`src/rtl/read_out_pkg.sv`:
```
// Shared types and constants for the read_out frame scheduler.
package read_out_pkg;

  // Scheduler phases: waiting for a request, streaming a frame, padding the buffer.
  typedef enum logic [1:0] {
    IDLE  = 2'd0,
    RUN   = 2'd1,
    FLUSH = 2'd2
  } state_e;

  // Default buffer block size minus one; must match the buffer's own L.
  localparam int DEFAULT_L = 7;

  // Default number of L+1 bit blocks per frame.
  localparam int DEFAULT_BLOCKS = 4;

  // Input-to-output latency of the bit-reversal buffer for a block of l+1 bits.
  function automatic int lat_of(input int l);
    return l + 2;
  endfunction

endpackage

```
`src/rtl/read_out_sched_rr_arb2.sv`:
```
// Two-way round-robin arbiter; the pointer always moves to the channel that did not win.
module rr_arb2
  import read_out_pkg::*;
(
  input  logic       clk_i,
  input  logic       rst_i,
  input  logic [1:0] req_i,
  input  logic       en_i,
  output logic [1:0] gnt_o
);

  logic ptr_q;
  logic ptr_d;
  logic [1:0] gnt_d;

  // Pick a winner only while enabled; on a tie the pointer decides.
  always_comb begin
    gnt_d = 2'b00;
    ptr_d = ptr_q;
    if (en_i) begin
      case (req_i)
        2'b01:   gnt_d = 2'b01;
        2'b10:   gnt_d = 2'b10;
        2'b11:   gnt_d = ptr_q ? 2'b10 : 2'b01;
        default: gnt_d = 2'b00;
      endcase
      if (gnt_d != 2'b00) begin
        ptr_d = gnt_d[0];
      end
    end
  end

  // Pointer register: after channel 0 wins it points at 1, and vice versa.
  always_ff @(posedge clk_i or posedge rst_i) begin
    if (rst_i) begin
      ptr_q <= 1'b0;
    end else begin
      ptr_q <= ptr_d;
    end
  end

  assign gnt_o = gnt_d;

endmodule

```
`src/rtl/read_out_sched.sv`:
```
// Two-channel frame scheduler in front of the serial bit-reversal buffer:
// arbitrates frames, streams bits into the buffer, pads out the last block
// and qualifies the buffer's serial output.
module read_out_sched
  import read_out_pkg::*;
#(
  parameter int L      = DEFAULT_L,
  parameter int BLOCKS = DEFAULT_BLOCKS,
  parameter int LAT    = lat_of(L)
) (
  input  logic       clk_i,
  input  logic       rst_i,
  input  logic [1:0] req_i,
  input  logic       bit_in0_i,
  input  logic       bit_in1_i,
  output logic [1:0] gnt_o,
  output logic       buf_bit_o,
  output logic       buf_en_o,
  input  logic       buf_data_i,
  output logic       out_bit_o,
  output logic       out_valid_o,
  output logic       out_ch_o,
  output logic       frame_done_o,
  output logic       busy_o
);

  localparam int BIT_W = (L > 0) ? $clog2(L + 1) : 1;
  localparam int BLK_W = (BLOCKS > 1) ? $clog2(BLOCKS) : 1;
  localparam int FL_W  = $clog2(LAT + 1);

  localparam logic [BIT_W-1:0] BIT_LAST = BIT_W'(L);
  localparam logic [BLK_W-1:0] BLK_LAST = BLK_W'(BLOCKS - 1);
  localparam logic [FL_W-1:0]  FL_LAST  = FL_W'(LAT - 1);
  localparam logic [FL_W-1:0]  PAD_LAST = FL_W'(L);

  state_e           state_q;
  logic [1:0]       gnt_q;
  logic             ch_q;
  logic             buf_en_q;
  logic [BIT_W-1:0] bit_cnt_q;
  logic [BLK_W-1:0] blk_cnt_q;
  logic [FL_W-1:0]  flush_cnt_q;
  logic [LAT-1:0]   valid_sr_q;

  logic [1:0]       arb_gnt;
  logic             arb_en;

  assign arb_en = (state_q == IDLE);

  rr_arb2 u_arb (
    .clk_i (clk_i),
    .rst_i (rst_i),
    .req_i (req_i),
    .en_i  (arb_en),
    .gnt_o (arb_gnt)
  );

  // Frame sequencer: grant in IDLE, count bits/blocks in RUN, pad then drain in FLUSH.
  always_ff @(posedge clk_i or posedge rst_i) begin
    if (rst_i) begin
      state_q     <= IDLE;
      gnt_q       <= 2'b00;
      ch_q        <= 1'b0;
      buf_en_q    <= 1'b0;
      bit_cnt_q   <= '0;
      blk_cnt_q   <= '0;
      flush_cnt_q <= '0;
    end else begin
      case (state_q)
        IDLE: begin
          if (arb_gnt != 2'b00) begin
            state_q   <= RUN;
            gnt_q     <= arb_gnt;
            ch_q      <= arb_gnt[1];
            buf_en_q  <= 1'b1;
            bit_cnt_q <= '0;
            blk_cnt_q <= '0;
          end
        end

        RUN: begin
          if (bit_cnt_q == BIT_LAST) begin
            bit_cnt_q <= '0;
            if (blk_cnt_q == BLK_LAST) begin
              state_q     <= FLUSH;
              gnt_q       <= 2'b00;
              flush_cnt_q <= '0;
              buf_en_q    <= 1'b1;
            end else begin
              blk_cnt_q <= blk_cnt_q + 1'b1;
            end
          end else begin
            bit_cnt_q <= bit_cnt_q + 1'b1;
          end
        end

        FLUSH: begin
          if (flush_cnt_q == FL_LAST) begin
            state_q     <= IDLE;
            buf_en_q    <= 1'b0;
            flush_cnt_q <= '0;
          end else begin
            flush_cnt_q <= flush_cnt_q + 1'b1;
            buf_en_q    <= (flush_cnt_q < PAD_LAST);
          end
        end

        default: begin
          state_q  <= IDLE;
          gnt_q    <= 2'b00;
          buf_en_q <= 1'b0;
        end
      endcase
    end
  end

  // Valid pipeline: tracks which buffer output cycles carry real frame data.
  always_ff @(posedge clk_i or posedge rst_i) begin
    if (rst_i) begin
      valid_sr_q <= '0;
    end else begin
      valid_sr_q <= {valid_sr_q[LAT-2:0], (state_q == RUN)};
    end
  end

  assign gnt_o        = gnt_q;
  assign buf_en_o     = buf_en_q;
  assign buf_bit_o    = (state_q == RUN) ? (ch_q ? bit_in1_i : bit_in0_i) : 1'b0;
  assign out_valid_o  = valid_sr_q[LAT-1];
  assign out_bit_o    = valid_sr_q[LAT-1] & buf_data_i;
  assign frame_done_o = valid_sr_q[LAT-1] & ~valid_sr_q[LAT-2];
  assign out_ch_o     = ch_q;
  assign busy_o       = (state_q != IDLE);

endmodule

```
`config.mk`:
```
export PLATFORM = sky130hd
export DESIGN_NAME = read_out_sched
export DESIGN_NICKNAME = d
export VERILOG_FILES = /design/src/rtl/read_out_pkg.sv /design/src/rtl/read_out_sched_rr_arb2.sv /design/src/rtl/read_out_sched.sv
export SDC_FILE = /design/constraint.sdc
export NUM_CORES = 1
export LEC_CHECK = 0
export BUFFER_PORTS_ARGS = -buffer_cell sky130_fd_sc_hd__buf_2
export CAP_MARGIN = 20
export CORE_ASPECT_RATIO = 1.1
export CORE_MARGIN = 1
export CORE_UTILIZATION = 38
export CTS_CLUSTER_SIZE = 40
export DETAILED_ROUTE_END_ITERATION = 6
export PLACE_DENSITY = 0.56
export SYNTH_ARGS = -nofsm -noshare
export SYNTH_HDL_FRONTEND = slang
export SYNTH_HIERARCHICAL = 1
export SYNTH_SLANG_ARGS = --single-unit
```
`constraint.sdc`:
```
create_clock -name clk_i -period 2.1 [get_ports clk_i]
set_input_delay 0.315 -clock clk_i [delete_from_list [all_inputs] [get_ports clk_i]]
set_output_delay 0.315 -clock clk_i [all_outputs]
set_load 0.005 [all_outputs]
```
# --- Word level (Yosys, flattened, before mapping) ---
# Index checks and enable logic that the tools add are counted.
totals:
  register_bits: 25
  latchBits: 0
  mem_bits_rw: 0
  romBits: 0
  inputBits: 7
  output_inout_bits: 9
  elab_cells: 75
  memories: 0
op_classes:
  addsub: 3
  n_mul: 0
  div_mod_pow: 0
  order_cmp: 1
  n_eq_ne: 13
  n_shift: 0
  n_mux: 31
  bitwise: 4
  n_reduce_logical: 14
op_table:
  columns: ["operator", "count"]
  rows:
  - ["2-bit two-way mux", 13]
  - ["2-bit case mux with 3 select lines", 3]
  - ["4-bit two-way mux", 3]
  - ["4-bit AND reduction", 3]
  - ["2-bit nonzero test", 5]
  - ["2-bit == test (second input constant)", 4]
  - ["2-bit != test (second input constant)", 4]
  - ["4-bit case mux with 2 select lines", 1]
  - ["1-bit two-way mux", 6]
  - ["3-bit two-way mux", 2]
  - ["3-bit case mux with 2 select lines", 1]
  - ["2-bit AND reduction", 3]
  - ["3-bit AND reduction", 2]
  - ["4-bit by 1-bit adder with 4-bit output (second input constant)", 1]
  - ["2-bit by 1-bit == test with 1-bit output (second input constant)", 2]
  - ["4-bit == test (second input constant)", 1]
  - ["4-bit by 3-bit < comparator with 1-bit output (second input constant)", 1]
  - ["2-bit case mux with 2 select lines", 1]
  - ["3-bit by 1-bit adder with 3-bit output (second input constant)", 1]
  - ["3-bit == test (second input constant)", 1]
  - ["1-bit case mux with 3 select lines", 1]
  - ["2-bit by 1-bit adder with 2-bit output (second input constant)", 1]
  - ["1-bit bitwise AND", 2]
  - ["2-bit logical NOT", 1]
  - ["other kinds (2)", 3]

# --- Depth between registers and ports, before layout ---
# Gate-level depths: netlist of run 1.
logic_depth:
  word_depth: 7
  depth_mapped: 8
  ltp_nobuf: 7

# --- Modules after synthesis ---
# The synthesis of run 1 kept the hierarchy.
by_module_without_submodules:
  columns: ["mod", "instances", "cells_each", "area_each_um2", "seq_area_each_um2"]
  rows:
  - ["read_out_sched", 1, 92, 1061.0, 600.6]
  - ["rr_arb2", 1, 9, 65.1, 25.0]

# --- Worst setup path after synthesis of run 1 ---
# No wires, ideal clock.
synth_timing:
  path_type: "register to register"
  startpoint: "register state_q[1]"
  endpoint: "register bit_cnt_q[0]"
  setup_time_ps: 125
  t_arrival_ps: 1755
  required_time_ps: 1975
  path_slack_ps: 220
  stages_incl_launch_ff: 9
  path_buffers: 1
  period_less_slack_ps: 1880
  path_cell_list: "dfrtp_1 buf_2 or2_4 inv_2 nand2_1 a21oi_1 nor3_1 or2_1 mux2_2"
synth_between:
  elab_chain_len: 5
  word_cells_on_any_way: 8
  classes_between: "2 x eq/ne; 2 x mux; 4 x reduce/logical"
synth_lines:
  columns: ["item", "line_no", "rtl"]
  rows:
  - ["start: declaration", "read_out_sched.sv:36", "state_e state_q;"]
  - ["start signal: assignment", "read_out_sched.sv:61", "state_q <= IDLE;"]
  - ["start signal: assignment", "read_out_sched.sv:72", "state_q <= RUN;"]
  - ["start signal: assignment", "read_out_sched.sv:85", "state_q <= FLUSH;"]
  - ["2-bit logical NOT", "read_out_sched.sv:48", "assign arb_en = (state_q == IDLE);"]
  - ["via arb_en", "read_out_sched.sv:46", "logic arb_en;"]
  - ["2-bit two-way mux", "read_out_sched_rr_arb2.sv:20", "if (en_i) begin"]
  - ["via arb_gnt[0]", "read_out_sched.sv:45", "logic [1:0] arb_gnt;"]
  - ["2-bit nonzero test", "read_out_sched.sv:71", "if (arb_gnt != 2'b00) begin"]
  - ["2-bit by 1-bit != test with 1-bit output (no source line)", null, null]
  - ["2-bit AND reduction (no source line)", null, null]
  - ["end signal: assignment", "read_out_sched.sv:93", "bit_cnt_q <= bit_cnt_q + 1'b1;"]
  - ["end: declaration", "read_out_sched.sv:40", "logic [BIT_W-1:0] bit_cnt_q;"]
# The timed path passes the listed nets, and every way through them passes these cells.
# A chain may end at the register's enable or synchronous reset.

# --- Worst setup path in the final report of run 1 ---
layout_timing:
  startpoint: "register state_q[0]"
  endpoint: "register bit_cnt_q[0]"
# The elaborated chain is that of the path after synthesis.

==> metrics.txt, run 1 <==
die area=3190 sq um; Setup TNS=0 ns; syn_area_per_cell=11.1 sq um; largest net degree at the start of global routing=25; Final #Nets=137; core area=2800 sq um; cells after synthesis=101; period utilization=0.834; IO Pins=16; slew margin rel.=0.798; Final HPWL DP=1510 microns; Initial Util=0.402; register bit total from synthesis=25; TritonCTS clock tree=done; number of enable flip-flop cells after synthesis=0; leakage=0.604 nW; crit path launch type=register; gr ovfl total=0; antenna violations before repair=0; synth warn=6; worst IR drop on VDD=0.616 mV; vias per cell=5.21; kind of critical path=register to register; status=finished, final reports clean; ANT cells=0; DR vias=818; Slew Viols, Final=0; Crit Path Max Fanout=5; PortBufs=15; clk_lat worst skew=0.31 ns; synth unique cells=36; Clock transition at path regs=0.13 ns; met3 wire length=72 microns; Setup Skew=0.00422 ns; site row count=20; share of layout cells above drive strength 1=0.242; Syn Nets=113; ys async rst share=1.00; clock tree buffer depth=2; Die Y-Extent=59.1 microns; mapped cell area=1130 sq um; area delta synth->final=16.1%; WL met1=1030 microns; wire per inst=13.2 microns; vias in the first global route=767; crit path time final=1.75 ns; worst slew pin tran=0.303 ns; Final ANT Viol Nets=0; initial DRC count=15; Sink Count=25; final WL=2070 microns; met2 wire len=940 microns; CTS Buf Count=3; clock root buffer=clkbuf_4; register area share after synthesis=0.556; CP arrival=1.97 ns; post-CTS setup buffers=0; gr usage total=0.151; Tot Pwr=1.49 mW; CTS H-Tree Depth=1; hold_ws=0.297 ns; Setup Viol. Count Final=0; Placed Cells incl. Taps=152; Filler cells=267; Die W=53.9 microns; Worst Hold Class=primary input to register; ys flop type=dfrtp_1; gpl congestion=0.731; RSZ-0062 raised after global routing=false; CP Data Required Time=2.32 ns; Final Hold Vio Count=0; Pre-antenna DRT Iters=4; uppermost layer routed=met4; DRC=0; reg2reg setup slack=0.35 ns; crit end category=register; FMAX=0.571 GHz; max_cap viols=0; Cell Pwr Density=1140 nW/um^2; post-route insts no fill=157; first-pass GRT wire length=3420 microns
-- placed cells by master, fill, tap and decap left out, drive strengths merged --
| master | count |
|---|---|
| mux2 | 2 |
| o2bb2ai | 1 |
| nor2b | 5 |
| and3 | 2 |
| o22ai | 1 |
| o21ai | 7 |
| nand3 | 2 |
| a21oi | 4 |
| o221ai | 1 |
| a211o | 2 |
| clkbuf | 3 |
| mux2i | 1 |
| nand2b | 5 |
| ha | 5 |
| or2 | 2 |
| and2 | 1 |
| xor2 | 1 |
| dfrtp | 25 |
| nand3b | 2 |
| dlygate4sd3 | 1 |
| and2b | 1 |
| nor3 | 1 |
| clkinv | 1 |
| buf | 20 |
| o31ai | 1 |
| a31oi | 3 |
| o31a | 1 |
| nor4b | 1 |
| nor2 | 3 |
| nand2 | 6 |
| inv | 8 |
| o211ai | 1 |
| a22o | 4 |
-- worst paths after layout --
path	startpoint	endpoint	depth (start not counted)
hold / removal	req_i[0]	u_arb/ptr_q	3
hold reg to reg	valid_sr_q[6]	valid_sr_q[7]	0
setup / recovery	state_q[0]	bit_cnt_q[0]	7
setup reg to reg	state_q[0]	bit_cnt_q[0]	7
min in group asynchronous	rst_i	u_arb/ptr_q	3
max in group asynchronous	rst_i	flush_cnt_q[2]	4
-- power by group --
part,total (mW),switching (mW),internal [mW]
sequential,0.747,0.0944,0.652
clock,0.211,0.139,0.0712
combinational,0.530,0.257,0.273
-- repair_timing --
action | in CTS | in global routing
gates resized for setup | 0 | 0
hold buffers | 1 | 0
hold endpoints to repair | 1 | 0
-- cells by family after synthesis --
group	Yosys count	share of synthesized area
mux	3	0.0289
simple gates	31	0.159
buf+inv	10	0.0356
fa+ha+maj	5	0.0556
xor+xnor	1	0.00778
flops	25	0.556
compound gates	26	0.158
-- final cells by class --
| class | count | area, sq um | share of cell area |
|---|---|---|---|
| Clock buffer | 3 | 22.5 | 0.0172 |
| Multi-Input combinational cell | 66 | 460 | 0.352 |
| Sequential cell | 25 | 626 | 0.478 |
| Timing Repair Buffer | 21 | 123 | 0.0938 |
| Inverter | 8 | 30.0 | 0.0230 |
| Tap cell | 33 | 41.3 | 0.0316 |
| Clock inverter | 1 | 5.00 | 0.00383 |
-- flip-flops by register name, indices dropped and copies added, names as in the netlist --
register / flops
state_q: 2
out_ch_o: 1
valid_sr_q: 9
flush_cnt_q: 4
gnt_o: 2
buf_en_o: 1
bit_cnt_q: 3
u_arb/ptr_q: 1
blk_cnt_q: 2
-- per-stage QoR --
step	utilization	cell area [sq um]	setup slack (ns)
after floorplan	-	1130	0.220
after global placement	0.453	1270	0.444
after detailed placement	0.453	1270	0.381
after CTS	0.467	1310	0.353
after global routing	0.467	1310	0.261
final	0.467	1310	0.349
-- layer usage --
layer / global-route usage / vias to the layer above
li1: - / 400
met1: 0.221 / 393
met2: 0.217 / 21
met3: 0.0231 / 4
met4: 0.0677 / 0
met5: 0 / -
-- Yosys cell counts, drive strengths merged, types with 2 or more instances --
| master | instances | share of area |
|---|---|---|
| a31oi | 3 | 0.017 |
| inv | 8 | 0.027 |
| mux2 | 2 | 0.020 |
| and3 | 2 | 0.011 |
| nor2 | 3 | 0.010 |
| a21oi | 4 | 0.021 |
| or2 | 2 | 0.013 |
| nand3b | 2 | 0.013 |
| a22o | 4 | 0.031 |
| buf | 2 | 0.0089 |
| ha | 5 | 0.056 |
| a211o | 2 | 0.016 |
| nor2b | 5 | 0.028 |
| nand2 | 6 | 0.020 |
| nand3 | 2 | 0.0089 |
| o21ai | 7 | 0.031 |
| nand2b | 5 | 0.030 |
| dfrtp | 25 | 0.56 |
-- worst max-delay path: stages, from the launching register on --
cell,delay [ns]
dfrtp_1,0.40
or2_4,0.26
inv_2,0.08
nand2_1,0.09
a21oi_1,0.19
nor3_1,0.07
or2_1,0.27
mux2_2,0.28
Note: power is estimated with default switching activity, not from simulation.
==> run 2: changes to the inputs <==
--- a/config.mk
+++ b/config.mk
@@ -5,6 +5,7 @@
 export SDC_FILE = /design/constraint.sdc
 export NUM_CORES = 1
 export LEC_CHECK = 0
+export ABC_AREA = 1
 export BUFFER_PORTS_ARGS = -buffer_cell sky130_fd_sc_hd__buf_2
 export CAP_MARGIN = 20
 export CORE_ASPECT_RATIO = 1.1
@@ -12,7 +13,7 @@
 export CORE_UTILIZATION = 38
 export CTS_CLUSTER_SIZE = 40
 export DETAILED_ROUTE_END_ITERATION = 6
-export PLACE_DENSITY = 0.56
+export PLACE_DENSITY = 0.58
 export SYNTH_ARGS = -nofsm -noshare
 export SYNTH_HDL_FRONTEND = slang
 export SYNTH_HIERARCHICAL = 1
==> constraint.sdc (replaced) <==
create_clock -name clk_i -period 1.5 [get_ports clk_i]
set_input_delay 0.225 -clock clk_i [delete_from_list [all_inputs] [get_ports clk_i]]
set_output_delay 0.225 -clock clk_i [all_outputs]
set_load 0.005 [all_outputs]
==> run 2 against run 1 <==
Die area decreased by 4.1%. Power increased by 46%. Non-clock buffer count rose by 2. Area after synthesis decreased by 4.2%. Routed wire length shrank 9.4%. Worst hold slack got worse by 0.11 ns. Worst setup slack got worse by 0.32 ns. Final cell count up 10%. Count of clock-buffer cells in the layout is the same. Combinational power grew 52%. Register-to-register slack worse by 0.19 ns. Synthesized cell count grew 14%. Critical endpoint is now buf_bit_o. Largest power group unchanged. Highest routed layer unchanged.
==> metrics.txt, run 2 <==
status=finished, final reports clean; number of flip-flops under the largest register name=9; max_cap viols=0; site row count=19; Post-Place Worst Slack=0.164 ns; cells after synthesis=115; synth unique cells=15; dominant cell type by area after synthesis=dfrtp_1; Final ANT Viol Nets=0; TritonCTS clock tree=done; clock root buffer=clkbuf_4; Pre-antenna DRT Iters=4; syn_area_per_cell=9.38 sq um; share of layout cells above drive strength 1=0.246; vias in the first global route=767; vias per cell=4.78; hold_ws=0.185 ns; first-pass GRT wire length=3230 microns; largest net degree at the start of global routing=25; Hold Crit Endpoint=u_arb/ptr_q; Pint=1.40 mW; Hold Startpoint=req_i[1]; mapped cell area=1080 sq um; Initial Util=0.416; Crit Path Max Fanout=3; register area share after synthesis=0.580; PortBufs=15; ys flop type=dfrtp_1; Most flops, register=valid_sr_q; clock tree buffer depth=2; DRC=0; initial DRC count=8; CTS Buf Count=3; Synth Area in Compound Gates=0.0487; worst reg2reg path depth=7; worst IR drop on VDD=1.17 mV; clk_lat worst skew=0.32 ns; FMAX=0.679 GHz; Simple-Gate Fraction of Synth Area=0.249; Syn Nets=127; list of most frequent post-synthesis cells=31 x nand2_1, 25 x dfrtp_1, 16 x inv_1, 16 x nand3_1; Setup TNS=0 ns; kind of critical path=register to output pin; top cells by area, synth=dfrtp_1 58%, nand2_1 11%, nand3_1 7.4%; Worst Setup SP=state_q[0]; Sink Count=25; Worst path slowest cell=dfrtp_1; most frequent cell after synthesis=nand2_1; Clock transition at path regs=0.14 ns; Setup Viol. Count Final=0; power share of the combinational group=0.371; number of enable flip-flop cells after synthesis=0; worst path cell trace=inv_2 -> nor2_4 -> o21ai_1 -> a21oi_1 -> buf_2; gr usage total=0.141; worst slew pin tran=0.294 ns; Final WS setup=0.0273 ns; post-synth top area share=0.580; DR vias=827; combinational family with the most area after synthesis=simple AND/OR/NAND/NOR gates; gpl congestion=0.761; Final #Nets=155; period utilization=0.982; Seq pwr share=0.488; RR Endpoint=blk_cnt_q[0]; wire per inst=10.8 microns; Slew Viols, Final=0; Worst Hold Class=primary input to register; Final Util=0.501; Clk pwr share=0.141; reg2reg setup slack=0.16 ns; Die W=52.8 microns; ys async rst share=1.00; die area=3060 sq um; xor/xnor cell area share of the yosys netlist=0.00812; CP arrival=1.25 ns; crit end category=output pin; gr ovfl total=0; final WL=1870 microns; core area=2590 sq um; sw frac=0.355; net switching power=0.772 mW; biggest registers after layout=valid_sr_q x9, flush_cnt_q x4, bit_cnt_q x3; Final Hold Vio Count=0; slew margin rel.=0.804; crit path launch type=register; Cell Pwr Density=1680 nW/um^2; Setup Skew=0.00450 ns; Max stage delay on crit path=0.45 ns; Tot Pwr=2.18 mW; ANT cells=0; CP Data Required Time=1.27 ns; reg2reg start=bit_cnt_q[0]; antenna violations before repair=0; most common cell after layout, fill and taps aside=nand2_1; RSZ-0062 raised after global routing=true; Die Y-Extent=57.9 microns; CTS H-Tree Depth=1; Synth Area in Adders=0.0580; most frequent cells in the layout=31 x nand2_1, 24 x dfrtp_1, 16 x nand3_1, 15 x inv_1, 15 x buf_2; crit path time final=1.47 ns; synth warn=6; leakage=0.692 nW; register bit total from synthesis=25; IO Pins=16; hold path depth=4; mux cell area share after synthesis=0; area delta synth->final=20.3%; Final HPWL DP=1380 microns
run 2: changes by cell type in the layout (fill, tap and decap cells not counted), moves of 3 or more:
| cell | previous run | this run |
|---|---|---|
| nand3_1 | 2 | 16 |
| a22o_1 | 4 | 0 |
| inv_1 | 6 | 15 |
| o21ai_0 | 5 | 2 |
| nand2_1 | 6 | 31 |
| nand2b_1 | 4 | 0 |
| nor2b_1 | 5 | 0 |
| a31oi_1 | 3 | 0 |
run 2: layer usage:
| metal | vias to the layer above | wire [microns] | part of all wire | track usage |
|---|---|---|---|---|
| met5 | - | 0 | 0 | 0 |
| met4 | 0 | 8 | 0.0043 | 0.0226 |
| met3 | 2 | 58 | 0.031 | 0.0472 |
| met2 | 8 | 920 | 0.49 | 0.224 |
| met1 | 393 | 884 | 0.47 | 0.188 |
| li1 | 424 | - | - | - |
run 2: how the worst max path moves through the flow:
| stage | to | slack [ns] | cells after the start |
|---|---|---|---|
| 6_report | buf_bit_o | 0.03 | 5 |
| 5_1_grt | buf_bit_o | -0.07 | 5 |
| 4_1_cts | buf_bit_o | 0.003 | 5 |
| 3_5_place_dp | gnt_o[0] | 0.16 | 8 |
| 3_3_place_gp | gnt_o[1] | 0.21 | 8 |
| 2_1_floorplan | gnt_o[1] | 0.1 | 8 |
run 2: area by class of cell:
class / instances / area [sq um]
multi-input combinational: 74 / 400
clock inverter: 1 / 7.51
inverter: 16 / 60.1
tap: 31 / 38.8
clock buffer: 3 / 22.5
fill: 239 / 1290
timing repair buffer: 23 / 141
sequential: 25 / 627
run 2: critical path: cells and delay by family (launching register included):
kind | cells | cell delay, ns
AOI/OAI and AO/OA | 2 | 0.18
buffers and inverters | 2 | 0.20
DFF | 1 | 0.45
and+or+nand+nor | 1 | 0.09
run 2: through the flow:
step | area [sq um] | cells
after floorplan | 1080 | 115
after global placement | 1210 | 164
after detailed placement | 1210 | 164
after CTS | 1260 | 169
after global routing | 1300 | 173
final | 1300 | 173
run 2: cells by family (layout without fill, tap and decap cells):
logic type | after synthesis | in the layout
buffers and inverters | 16 | 43
AOI/OAI and AO/OA | 9 | 9
adders and majority gates | 5 | 5
and+or+nand+nor | 59 | 59
DFF | 25 | 25
xor gates and xnor gates | 1 | 1
run 2: power groups by stage:
stage | Sequential, mW | Combinational, mW | Clock, mW
floorplan | 1.04 | 0.463 | 0
global placement | 1.06 | 0.694 | 0
detailed placement | 1.07 | 0.719 | 0
CTS | 1.06 | 0.729 | 0.321
global route | 1.09 | 0.945 | 0.350
finish | 1.06 | 0.806 | 0.307
run 2: timing repair:
item | in CTS | in global routing
pin swaps | 0 | 1
endpoints found under the hold margin | 25 | 0
endpoints found under the setup margin | 1 | 2
gates resized for setup | 1 | 5
hold buffers | 1 | 0
setup buffers | 0 | 4
==> run 3: changes to the inputs <==
--- a/config.mk
+++ b/config.mk
@@ -11,6 +11,7 @@
 export CORE_ASPECT_RATIO = 1.1
 export CORE_MARGIN = 1
 export CORE_UTILIZATION = 38
+export CTS_BUF_LIST = sky130_fd_sc_hd__clkbuf_8 sky130_fd_sc_hd__clkbuf_16
 export CTS_CLUSTER_SIZE = 40
 export DETAILED_ROUTE_END_ITERATION = 6
 export PLACE_DENSITY = 0.58
==> run 3 against run 2 <==
Utilization down 0.82 points. Critical path type unchanged. Die area unchanged. Sequential share of layout area increased by 0.71 points. Critical path depth fell by 1. Worst setup slack better by 0.050 ns. Worst hold slack gained 0.070 ns. Largest cell class unchanged.
==> metrics.txt, run 3 (synthesis results as in run 2) <==
status=finished, final reports clean; Worst Setup SP=state_q[0]; period utilization=0.948; Hold Crit Endpoint=u_arb/ptr_q; Die Y-Extent=57.9 microns; gpl congestion=0.761; Most flops, register=valid_sr_q; Setup Viol. Count Final=0; largest net degree at the start of global routing=25; area delta synth->final=18.3%; FMAX=0.703 GHz; Final Hold Vio Count=0; leakage=0.678 nW; DR vias=813; final WL=1860 microns; CTS H-Tree Depth=1; crit end category=output pin; Clock transition at path regs=0.09 ns; Slew Viols, Final=0; Tot Pwr=2.17 mW; Initial Util=0.416; first-pass GRT wire length=3210 microns; Final HPWL DP=1380 microns; RR Endpoint=gnt_o[0]; worst IR drop on VDD=1.23 mV; Pre-antenna DRT Iters=4; Cell Pwr Density=1700 nW/um^2; Setup Skew=0.00202 ns; gr ovfl total=0; Setup TNS=0 ns; worst reg2reg path depth=8; hold path depth=4; die area=3060 sq um; wire per inst=11.0 microns; DRC=0; IO Pins=16; max_cap viols=0; most common cell after layout, fill and taps aside=nand2_1; vias in the first global route=764; CP Data Required Time=1.27 ns; biggest registers after layout=valid_sr_q x9, flush_cnt_q x4, bit_cnt_q x3; gr usage total=0.140; worst slew pin tran=0.293 ns; antenna violations before repair=0; Max stage delay on crit path=0.43 ns; vias per cell=4.81; clock tree buffer depth=2; slew margin rel.=0.805; number of flip-flops under the largest register name=9; TritonCTS clock tree=done; Die W=52.8 microns; Crit Path Max Fanout=5; post-CTS setup buffers=0; core area=2590 sq um; Final Util=0.493; Sink Count=25; CP delay by family, top=flip-flops; Worst path slowest cell=dfrtp_1; clk_lat worst skew=0.27 ns; crit path time final=1.42 ns; Final #Nets=151; CP arrival=1.20 ns; share of layout cells above drive strength 1=0.217; reg2reg setup slack=0.18 ns; worst path cell trace=nor2_2 -> buf_4 -> inv_1 -> buf_2; worst path bufs/invs=3; clock root buffer=clkbuf_8; PortBufs=15; Hold Startpoint=req_i[1]; ANT cells=0; Final ANT Viol Nets=0; Worst Hold Class=primary input to register; initial DRC count=10; kind of critical path=register to output pin; crit path launch type=register; CTS Buf Count=3; reg2reg start=state_q[0]; most frequent cells in the layout=31 x nand2_1, 25 x dfrtp_1, 16 x nand3_1, 15 x inv_1, 15 x buf_2; site row count=19
## run 3: cell count changes in the layout (fill, tap and decap cells not counted)
cell and change:
buf_4 -3, buf_6 -1, clkbuf_4 -3, clkbuf_8 +3, dfrtp_1 +1, dfrtp_2 -1
nor2_2 +1, nor2_4 -1, o21ai_0 +1, o21ai_1 -1
## run 3: metrics by stage
stage                     area, sq um  instances  worst slack, ns  hold WS [ns]
final                            1280        169           0.0777         0.255
after floorplan                  1080        115           0.0961       -0.0463
after detailed placement         1210        164            0.164        0.0715
after global placement           1210        164            0.209        0.0696
after CTS                        1270        169           0.0311         0.248
after global routing             1280        169         -0.00902         0.284
## run 3: how the worst max path moves through the flow
stage                     cells after the start       end  slack (ns)
final                                         4    busy_o        0.08
after global routing                          4    busy_o      -0.009
after CTS                                     4    busy_o        0.03
after detailed placement                      8  gnt_o[0]        0.16
after global placement                        8  gnt_o[1]        0.21
after floorplan                               8  gnt_o[1]         0.1
## run 3: what timing repair did
action                                 in CTS  in global routing
setup endpoints to repair                   0                  3
endpoints found under the hold margin      15                  0
hold buffers                                1                  0
resized for setup                           0                  2
## run 3: final cells by class
| cell class | count | area [sq um] |
|---|---|---|
| Clock buffer | 3 | 41.3 |
| Fill cell | 243 | 1320 |
| Multi-Input combinational cell | 74 | 395 |
| Timing Repair Buffer | 19 | 108 |
| Inverter | 16 | 60.1 |
| Clock inverter | 1 | 7.51 |
| Tap cell | 31 | 38.8 |
| Sequential cell | 25 | 626 |
## run 3: layer usage
metal / global-route usage / vias to the layer above / part of all wire
li1: - / 415 / -
met1: 0.187 / 390 / 0.47
met2: 0.224 / 8 / 0.49
met3: 0.0472 / 0 / 0.031
met4: 0.0226 / 0 / 0
met5: 0 / - / 0
## run 3: power by group
| part | internal [mW] | switching, mW | total [mW] |
|---|---|---|---|
| logic | 0.308 | 0.402 | 0.710 |
| registers | 0.921 | 0.140 | 1.06 |
| clock network | 0.188 | 0.209 | 0.397 |
| total | 1.42 | 0.751 | 2.17 |
## run 3: tightest hold or removal path, stage by stage
cell	delay (ns)
buf_2	0.10
o21ai_2	0.07
nand2_1	0.05
nand2_1	0.05
